**src/rtl/not_serial_arbiter.sv**
```systemverilog
`default_nettype none
// +----------------------------------------------------------------------+
// | Module : not_serial_arbiter                                          |
// | Round-robin arbiter that streams a requester's word LSB-first        |
// | through one shared NOT cell and returns the inverted word.           |
// | Rev    : 1.0                                                         |
// +----------------------------------------------------------------------+

module not_cell (
  input  logic i_a,
  output logic o_y
);
  assign o_y = ~i_a;
endmodule

module not_serial_arbiter #(
  parameter int N  = 8,
  parameter int CW = 4
) (
  input  logic         clock,
  input  logic         reset,
  input  logic         req0,
  input  logic [N-1:0] data0,
  input  logic         req1,
  input  logic [N-1:0] data1,
  output logic         ack0,
  output logic         ack1,
  output logic [N-1:0] result,
  output logic         busy,
  output logic         owner
);

  typedef enum logic [1:0] {
    IDLE  = 2'd0,
    SHIFT = 2'd1,
    DONE  = 2'd2
  } state_t;

  localparam logic [CW-1:0] c_last = CW'(N - 1);

  state_t        r_state;
  state_t        w_next;
  logic [N-1:0]  r_sr;
  logic [N-1:0]  r_result;
  logic [CW-1:0] r_cnt;
  logic          r_owner;
  logic          r_ptr;
  logic          w_grant;
  logic          w_winner;
  logic [N-1:0]  w_sel_data;
  logic          w_inv;

  not_cell u_not (
    .i_a (r_sr[0]),
    .o_y (w_inv)
  );

  always_ff @(posedge clock) begin
    if (reset) r_state <= IDLE;
    else       r_state <= w_next;
  end

  // Contention goes to the requester that was not served last.
  always_comb begin
    w_next   = r_state;
    w_grant  = 1'b0;
    w_winner = r_owner;
    case (r_state)
      IDLE: begin
        if (req0 && req1) begin
          w_grant  = 1'b1;
          w_winner = ~r_ptr;
        end else if (req0) begin
          w_grant  = 1'b1;
          w_winner = 1'b0;
        end else if (req1) begin
          w_grant  = 1'b1;
          w_winner = 1'b1;
        end
        if (w_grant) w_next = SHIFT;
      end
      SHIFT:   if (r_cnt == c_last) w_next = DONE;
      DONE:    w_next = IDLE;
      default: w_next = IDLE;
    endcase
    w_sel_data = w_winner ? data1 : data0;
  end

  always_ff @(posedge clock) begin
    if (reset) begin
      r_sr     <= '0;
      r_result <= '0;
      r_cnt    <= '0;
      r_owner  <= 1'b0;
      r_ptr    <= 1'b1;
    end else begin
      case (r_state)
        IDLE: begin
          if (w_grant) begin
            r_owner <= w_winner;
            r_ptr   <= w_winner;
            r_sr    <= w_sel_data;
            r_cnt   <= '0;
          end
        end
        SHIFT: begin
          // Inverted bits enter at the MSB so the word lands in order after N shifts.
          r_result <= {w_inv, r_result[N-1:1]};
          r_sr     <= r_sr >> 1;
          r_cnt    <= r_cnt + CW'(1);
        end
        default: ;
      endcase
    end
  end

  assign ack0   = (r_state == DONE) && !r_owner;
  assign ack1   = (r_state == DONE) &&  r_owner;
  assign busy   = (r_state != IDLE);
  assign result = r_result;
  assign owner  = r_owner;

endmodule
`default_nettype wire
```
**config.mk**
```make
export PLATFORM = sky130hd
export DESIGN_NAME = not_serial_arbiter
export DESIGN_NICKNAME = d
export VERILOG_FILES = /design/src/rtl/not_serial_arbiter.sv
export SDC_FILE = /design/constraint.sdc
export NUM_CORES = 1
export LEC_CHECK = 0
export ABC_AREA = 1
export CAP_MARGIN = 40
export CORE_MARGIN = 8
export CORE_UTILIZATION = 51
export CTS_CLUSTER_SIZE = 30
export DETAILED_ROUTE_END_ITERATION = 7
export GPL_ROUTABILITY_DRIVEN = 0
export PLACE_DENSITY = 0.83
export SLEW_MARGIN = 15
export SYNTH_ARGS = -nofsm -noshare
export SYNTH_HDL_FRONTEND = slang
export SYNTH_SLANG_ARGS = --single-unit
```
**constraint.sdc**
```tcl
create_clock -name clock -period 2.5 [get_ports clock]
set_input_delay 0.625 -clock clock [delete_from_list [all_inputs] [get_ports clock]]
set_output_delay 0.625 -clock clock [all_outputs]
set_load 0.02 [all_outputs]
```
==> results by group, run 1 <==
Route
  • Antenna Nets Post-Route: 0
  • Vias: 1124
  • Final WL: between 2 and 3 mm
  • First DRT Iteration DRCs: between 40 and 50
  • 1st-pass router iterations: 4
  • Remaining DRCs: 0
  • Routed len/inst: about 13 um
  • Vias per cell: 5.18

Global route
  • GRT Overall Usage: 14.2%
  • Largest net degree at the start of global routing: 23
  • Gr ovfl total: 0
  • First-pass GRT wire length: 4.77 mm
  • Initial antenna violation count: 0
  • Vias in the first global route: 1062

Floorplanning
  • Die Area: 0.00414 mm2
  • Starting Density: 53.9%
  • Die Ht: 64.4 um
  • Core area: about 0.0022 mm2
  • IO Count: 32
  • Num rows: 17
  • Die X-Extent: around 64 um

Critical path
  • Worst reg2reg startpoint: r_state[0]
  • Worst path depth: 3
  • Reg-to-Reg End: r_sr[1]
  • Worst reg-to-reg setup slack: 0.92 ns
  • Worst Reg-to-Reg Cells: 6
  • CP max FO: 4
  • CP Launch Type: register
  • CP Capture Point: ack0
  • Crit-path cells: inv_1 > nor3_1 > clkdlybuf4s50_1
  • Origin of the worst setup path: r_state[1]
  • Slowest stage delay, CP: 0.63 ns
  • Slowest stage cell, crit path: clkdlybuf4s50_1
  • Worst Path Arrival: 1.62 ns
  • CP endpoint kind: output port
  • Critical Path RT: 1.88 ns
  • CP bufs+invs: 2
  • Critical path class: register to output port
  • CP delay by family, top: buffers and inverters

Clock network
  • Cts repair resizes: 0
  • Cts hold-fix bufs: 0
  • Post-CTS setup buffer count: 0
  • TritonCTS clock tree: yes
  • Worst-skew pair later-pin latency: 0.32 ns
  • Max clock buf depth: 2
  • Root Buffer: clkbuf_4
  • Clock slew at reported path FFs: 0.13 ns
  • CTS H-tree depth: 1
  • Total CTS buffers: 3
  • Clock sink total: 24

Power and ir drop
  • Pleak: ~0.68 nW
  • VDD IR max: ~0.00038 V
  • Power Density: between 600 and 700 mW/mm2

STA
  • Final Skew: 0.00604 ns
  • Slew margin rel.: 65.9%
  • Worst setup margin: 0.252 ns
  • Fin Hold WS: 0.445 ns
  • Least-Margin Pin Slew: just over 0.5 ns
  • Tcrit/Tclk final: 89.9%
  • Setup TNS: 0 ns
  • Fmax: about 0.44 GHz
  • Fin crit period: 2.25 ns
  • Unrepaired setup endpoints after global routing: false
  • Final setup fails: 0
  • Slew Limit Fails: 0
  • Final Hold Fails: 0

Final layout
  • Diodes inserted: 0
  • Final #Nets: about 210
  • Fraction of layout cells with a size suffix above 1: 11.6%
  • Most frequent cells in the layout: 31 x clkdlybuf4s50_1, 24 x dfxtp_1, 21 x nand3_1
  • Area Overhead vs Synth: 30.5%
  • Commonest non-fill, non-tap cell in the layout: clkdlybuf4s50_1
  • Multi-input logic area: 587 um2
  • Register area: just under 500 um2
  • Fillers: 189

Logic synthesis
  • Register area share after synthesis: 40.3%
  • Distinct cells, synth: 23
  • Post-synthesis cell area: ~0.0012 mm2
  • Syn Area/Cell: 7.55 um2
  • Synth Register Bits: 24
  • Post-Syn Instances: 158
  • Syn_nets: 179
  • YS warnings: 0

Status
  • Status: finished clean

Hold path
  • Hold Crit Class: register to register

Placed design
  • Place WS: 0.563 ns
  • Post-DP HPWL: 2.09 mm
  • IO buf count: 31

Job
  • Max Cap Viol: 0
-- logic make-up after synthesis --
| logic type | share of synthesized area [%] |
|---|---|
| flops | 40.3 |
| simple gates | 30.3 |
| buf+inv | 10.5 |
| fa+ha+maj | 1.05 |
| compound gates | 17.8 |
-- final cells by class --
type	instances	area share [%]
Clock buffer	3	1.45
Clock inverter	1	1.93
Timing Repair Buffer	31	19.9
Inverter	23	5.87
Sequential cell	24	30.9
Multi-Input combinational cell	107	37.7
Tap cell	28	2.25
-- cell usage after synthesis --
master | count | area share [%]
nor3_1 | 1 | 0.42
nand3_1 | 21 | 8.8
inv_1 | 20 | 6.3
nand2_4 | 2 | 1.9
o21ai_0 | 15 | 6.3
nand4_1 | 1 | 0.52
nor3_2 | 1 | 0.84
a21oi_2 | 6 | 4.4
buf_6 | 2 | 1.9
o21ai_1 | 2 | 0.84
nand3_2 | 1 | 0.84
buf_4 | 1 | 0.63
a21oi_1 | 15 | 6.3
nand2_8 | 1 | 1.7
inv_2 | 1 | 0.31
inv_4 | 2 | 1.0
nor2_4 | 4 | 3.8
dfxtp_1 | 24 | 40
clkbuf_1 | 1 | 0.31
nand2_1 | 18 | 5.7
ha_1 | 1 | 1.0
nor2_1 | 17 | 5.4
and3_1 | 1 | 0.52
-- worst reg2reg max path: stages (launching register included) --
cell and delay, ns:
dfxtp_1 0.42, inv_1 0.10, nor2_4 0.41, inv_4 0.21, nand2_8 0.14, o21ai_0 0.10, a21oi_2 0.14
-- layer usage --
layer  global-route usage (%)  vias up  part of all wire, %
met2                     25.7       15                   55
met1                     14.9      520                   41
met4                     7.08        0                  1.6
met3                     3.14        5                  2.5
met5                        0        -                    0
li1                         -      584                    -
-- how the worst min path moves through the flow --
stage / slack (ns) / cells past startpoint / from / endpoint
floorplan: 0.40 / 1 / r_sr[0] / result[7]
global placement: 0.42 / 1 / r_sr[0] / result[7]
detailed placement: 0.43 / 1 / r_sr[0] / result[7]
CTS: 0.44 / 1 / r_sr[0] / result[7]
global route: 0.47 / 1 / r_sr[0] / result[7]
finish: 0.45 / 1 / r_sr[0] / result[7]
-- power by group --
group | leakage [nW] | internal, mW | switching, mW | total, mW
clock network | 0.0279 | 0.162 | 0.117 | 0.279
logic | 0.452 | 0.100 | 0.130 | 0.230
registers | 0.198 | 0.418 | 0.0237 | 0.442
total | 0.678 | 0.680 | 0.270 | 0.951
-- sequential cells by signal (all words and copies together), names as in the netlist --
signal	cells
r_sr	8
result	8
r_cnt	4
r_state	2
owner	1
r_ptr	1
-- metrics by stage --
stage	util (%)	cell area (um2)	std cells	power, mW
2_1_floorplan	-	1190	158	0.600
3_3_place_gp	68.0	1500	213	0.674
3_5_place_dp	68.0	1500	213	0.682
4_1_cts	70.4	1560	217	0.961
5_1_grt	70.4	1560	217	1.00
6_report	70.4	1560	217	0.951
Note: power is estimated with default switching activity, not from simulation.
==> inputs of run 2 (changes only) <==
CORE_MARGIN = 2   (was 8)
==> results by group, run 2 (synthesis results as in run 1) <==
Status
  • Status: finished clean

Hold path
  • Hold path depth: 1 (unchanged)
  • Hold Startpoint: r_sr[0]
  • Hold Crit Class: register to register
  • Hold EP: result[7]

Final layout
  • Commonest non-fill, non-tap cell in the layout: clkdlybuf4s50_1
  • Final #Nets: 211 (unchanged)
  • Final std cells w/o fill: 217 (unchanged)
  • Fillers: 192 (+1.6%)
  • Fraction of layout cells with a size suffix above 1: 11.6% (unchanged)
  • Post-Layout Inst Area: 0.00156 mm2 (unchanged)
  • Area Overhead vs Synth: 30.5% (unchanged)
  • Most frequent cells in the layout: 31 x clkdlybuf4s50_1, 24 x dfxtp_1, 21 x nand3_1
  • Diodes inserted: 0 (unchanged)

Floorplanning
  • Core area: 0.00221 mm2 (unchanged)
  • IO Count: 32 (unchanged)
  • Die Ht: 52.4 um (-19%)
  • Starting Density: 53.9% (unchanged)
  • Num rows: 17 (unchanged)
  • Die Area: 0.00274 mm2 (-34%)
  • Die X-Extent: 52.4 um (-19%)

Critical path
  • Critical path class: register to output port
  • CP endpoint kind: output port
  • CP Launch Type: register
  • Worst Path Arrival: 1.63 ns (about the same)
  • Slowest stage cell, crit path: clkdlybuf4s50_1
  • Worst reg-to-reg setup slack: 0.87 ns (-0.05 ns)
  • Worst reg2reg startpoint: r_state[0]
  • Slowest stage delay, CP: 0.64 ns (about the same)
  • Worst Reg-to-Reg Cells: 6 (unchanged)
  • Origin of the worst setup path: r_state[1]
  • Critical Path RT: 1.88 ns (about the same)
  • CP max FO: 4 (unchanged)
  • Reg-to-Reg End: r_sr[2]
  • Crit-path cells: inv_1 > nor3_1 > clkdlybuf4s50_1

Clock network
  • Clock slew at reported path FFs: 0.14 ns (about the same)
  • Root Buffer: clkbuf_4
  • Worst-skew pair later-pin latency: 0.32 ns (about the same)
  • TritonCTS clock tree: yes
  • Cts repair resizes: 0 (unchanged)
  • Total CTS buffers: 3 (unchanged)
  • Post-CTS setup buffer count: 0 (unchanged)
  • Clock sink total: 24 (unchanged)
  • Cts hold-fix bufs: 0 (unchanged)
  • Max clock buf depth: 2 (unchanged)
  • CTS H-tree depth: 1 (unchanged)

Power and ir drop
  • Seq pwr share: 46.3% (-0.2 points)
  • Power Density: 615 mW/mm2 (+0.76%)
  • Pleak: 0.678 nW (unchanged)
  • Combinational share of power: 24.2% (about the same)
  • VDD IR max: 0.000463 V (+21%)
  • Clock power frac: 29.6% (+0.3 points)
  • Sw Share: 28.9% (+0.52 points)
  • Psw: 0.277 mW (+2.6%)
  • Int Power: 0.681 mW (about the same)

Placed design
  • IO buf count: 31 (unchanged)
  • Dpl cells: 213 (unchanged)
  • Post-DP HPWL: 1.98 mm (-5.1%)
  • Area post-placement: 0.00150 mm2 (unchanged)

Route
  • Vias: 1140 (+1.4%)
  • First DRT Iteration DRCs: 33 (-30%)
  • Final WL: 2.67 mm (-2.1%)
  • Routed len/inst: 12.3 um (-2.1%)
  • Antenna Nets Post-Route: 0 (unchanged)
  • Remaining DRCs: 0 (unchanged)
  • Vias per cell: 5.25 (+1.4%)
  • 1st-pass router iterations: 4 (unchanged)

Global route
  • First-pass GRT wire length: 4.67 mm (-2.2%)
  • Largest net degree at the start of global routing: 23 (unchanged)
  • Initial antenna violation count: 0 (unchanged)
  • Gr ovfl total: 0 (unchanged)
  • Vias in the first global route: 1115 (+5.0%)
  • GRT Overall Usage: 22.7% (+8.6 points)

STA
  • Final Skew: 0.00329 ns (-0.00275 ns)
  • Tcrit/Tclk final: 90.3% (+0.42 points)
  • Slew margin rel.: 64.4% (-1.5 points)
  • Final setup fails: 0 (unchanged)
  • Slew Limit Fails: 0 (unchanged)
  • Unrepaired setup endpoints after global routing: false
  • Fmax: 0.443 GHz (-0.46%)
  • Setup TNS: 0 ns (unchanged)
  • Least-Margin Pin Slew: 0.532 ns (+0.0220 ns)
  • Final Hold Fails: 0 (unchanged)
  • Fin crit period: 2.26 ns (+0.0105 ns)

Job
  • Max Cap Viol: 0 (unchanged)
-- run 2: cell counts in the layout (fill, tap and decap cells not counted) --
Identical to the previous run, type by type.
-- run 2: cell type report --
type	instances	area (um2)	share of cell area, %
clock buffer	3	22.5	1.45
inverter	23	91.3	5.87
tap	28	35.0	2.25
sequential	24	480	30.9
multi-input combinational	107	587	37.7
timing repair buffer	31	310	19.9
clock inverter	1	30.0	1.93
-- run 2: routing by layer --
| layer | routed length [um] | up-vias | GRT usage, % |
|---|---|---|---|
| met1 | 1130 | 535 | 25.6 |
| met4 | 41 | 0 | 9.40 |
| met5 | 0 | - | 0 |
| met3 | 66 | 5 | 3.43 |
| li1 | - | 582 | - |
| met2 | 1430 | 18 | 41.9 |
-- run 2: power groups by stage --
stage	combinational [mW]	clock, mW	sequential [mW]
after floorplan	0.139	0	0.461
after detailed placement	0.232	0	0.451
after global routing	0.256	0.297	0.448
final	0.231	0.283	0.443
after global placement	0.225	0	0.449
after CTS	0.233	0.280	0.442
-- run 2: worst max path at each step --
stage	to	slack, ns	cells past startpoint
finish	ack0	0.24	3
global route	ack0	0.19	3
CTS	ack0	0.25	3
detailed placement	r_sr[2]	0.55	7
global placement	r_sr[1]	0.61	7
floorplan	ack0	0.94	2
-- run 2: per-stage QoR --
step           utilization (%)  hold slack [ns]  power [mW]  setup slack, ns
2_1_floorplan                -            0.400       0.600            0.938
3_3_place_gp              68.0            0.417       0.673            0.614
3_5_place_dp              68.0            0.428       0.683            0.553
4_1_cts                   70.4            0.447       0.955            0.248
5_1_grt                   70.4            0.480        1.00            0.194
6_report                  70.4            0.443       0.958            0.242
-- run 2: worst max-delay path: cells and delay by family, from the launching register on --
kind                   cells  cell delay [ns]
AND/OR/NAND/NOR            1             0.14
buffers and inverters      2             0.70
flip-flops                 1             0.48
==> inputs of run 3 (changes only) <==
GPL_TIMING_DRIVEN = 0   (was unset)
==> results by group, run 3 (synthesis results as in run 1) <==
Hold path
  • Hold path depth: 1 (unchanged)
  • Hold EP: result[7]
  • Hold Startpoint: r_sr[0]
  • Hold Crit Class: register to register

Critical path
  • CP endpoint kind: output port
  • Critical path class: register to output port
  • Critical Path RT: 1.88 ns (about the same)
  • Worst Path Arrival: 1.62 ns (about the same)
  • Worst reg-to-reg setup slack: 1.19 ns (+0.32 ns)
  • Reg-to-Reg End: r_sr[1]
  • CP Launch Type: register
  • Origin of the worst setup path: r_state[1]
  • Worst reg2reg startpoint: r_state[1]
  • Worst Reg-to-Reg Cells: 6 (unchanged)
  • CP max FO: 4 (unchanged)

Final layout
  • Post-Layout Inst Area: 0.00156 mm2 (+0.24%)
  • Final std cells w/o fill: 220 (+1.4%)
  • Fraction of layout cells with a size suffix above 1: 12.5% (+0.86 points)
  • Most frequent cells in the layout: 31 x clkdlybuf4s50_1, 24 x dfxtp_1, 21 x nand3_1
  • Fillers: 176 (-8.3%)
  • Final #Nets: 215 (+1.9%)
  • Commonest non-fill, non-tap cell in the layout: clkdlybuf4s50_1
  • Diodes inserted: 0 (unchanged)
  • Area Overhead vs Synth: 30.9%

Status
  • Status: finished clean

Clock network
  • Worst-skew pair later-pin latency: 0.30 ns (-0.02 ns)
  • Cts repair resizes: 0 (unchanged)
  • Max clock buf depth: 2 (unchanged)
  • Clock sink total: 24 (unchanged)
  • CTS H-tree depth: 1 (unchanged)
  • Clock slew at reported path FFs: 0.12 ns (-0.02 ns)
  • Post-CTS setup buffer count: 0 (unchanged)
  • Cts hold-fix bufs: 0 (unchanged)
  • Total CTS buffers: 3 (unchanged)
  • Root Buffer: clkbuf_4
  • TritonCTS clock tree: yes

Floorplanning
  • Num rows: 17 (unchanged)
  • Core area: 0.00221 mm2 (unchanged)
  • Die X-Extent: 52.4 um (unchanged)
  • Die Ht: 52.4 um (unchanged)
  • Die Area: 0.00274 mm2 (unchanged)
  • IO Count: 32 (unchanged)
  • Starting Density: 53.9% (unchanged)

Route
  • Final WL: 2.68 mm (+0.56%)
  • Routed len/inst: 12.2 um (-0.81%)
  • Vias per cell: 5.33 (+1.4%)
  • 1st-pass router iterations: 4 (unchanged)
  • Vias: 1172 (+2.8%)
  • Antenna Nets Post-Route: 0 (unchanged)
  • First DRT Iteration DRCs: 25 (-24%)
  • Remaining DRCs: 0 (unchanged)

Global route
  • GRT Overall Usage: 21.9% (-0.81 points)
  • First-pass GRT wire length: 4.56 mm (-2.4%)
  • Vias in the first global route: 1141 (+2.3%)
  • Gr ovfl total: 0 (unchanged)
  • Initial antenna violation count: 0 (unchanged)
  • Largest net degree at the start of global routing: 13 (-43%)

Job
  • Max Cap Viol: 0 (unchanged)

Placed design
  • IO buf count: 31 (unchanged)
  • Dpl cells: 217 (+1.9%)
  • Post-DP HPWL: 2.12 mm (+7.1%)
  • Area post-placement: 0.00154 mm2 (+2.2%)

Power and ir drop
  • Tot Pwr: 0.846 mW (-12%)
  • Power Density: 542 mW/mm2 (-12%)
  • VDD IR max: 0.000461 V (-0.62%)
  • Pleak: 0.682 nW (+0.62%)

STA
  • Tcrit/Tclk final: 89.8% (-0.48 points)
  • Fin Hold WS: 0.436 ns (-0.00705 ns)
  • Final Skew: 0.00172 ns (-0.00157 ns)
  • Final Hold Fails: 0 (unchanged)
  • Slew Limit Fails: 0 (unchanged)
  • Setup TNS: 0 ns (unchanged)
  • Final setup fails: 0 (unchanged)
  • Least-Margin Pin Slew: 0.368 ns (-0.165 ns)
  • Fmax: 0.445 GHz (+0.53%)
  • Unrepaired setup endpoints after global routing: false
  • Fin crit period: 2.25 ns (-0.0120 ns)
  • Slew margin rel.: 75.5% (+11 points)
[run 3: cell type report]
type / instances / area (um2) / share of cell area, %
clock buffer: 3 / 22.5 / 1.44
multi-input combinational: 107 / 587 / 37.6
tap: 28 / 35.0 / 2.25
timing repair buffer: 31 / 310 / 19.9
sequential: 24 / 480 / 30.8
inverter: 23 / 91.3 / 5.85
buffer: 4 / 33.8 / 2.17
[run 3: through the flow]
step	utilization, %	worst slack [ns]
after floorplan	-	0.938
after global placement	69.5	0.423
after detailed placement	69.5	0.342
after CTS	70.5	0.226
after global routing	70.5	0.126
final	70.5	0.254
[run 3: routing by layer]
| metal | part of all wire, % | up-vias | global-route usage, % |
|---|---|---|---|
| met3 | 3.1 | 6 | 4.86 |
| met4 | 2.0 | 0 | 9.40 |
| met1 | 43 | 558 | 24.1 |
| met2 | 52 | 22 | 39.8 |
| li1 | - | 586 | - |
| met5 | 0 | - | 0 |
[run 3: worst max path at each step]
stage	to	cells after the start
6_report	ack0	3
3_5_place_dp	r_cnt[0]	5
3_3_place_gp	r_cnt[0]	5
4_1_cts	ack0	3
5_1_grt	ack0	3
2_1_floorplan	ack0	2
[run 3: worst max-delay path: stages (launching register included)]
cell,delay [ns]
dfxtp_1,0.49
inv_1,0.06
nor3_1,0.14
clkdlybuf4s50_1,0.63
[run 3: where the power goes]
group / switching [mW] / leakage (nW) / internal, mW
logic: 0.135 / 0.470 / 0.108
registers: 0.0239 / 0.198 / 0.418
clock network: 0.104 / 0.0138 / 0.0562
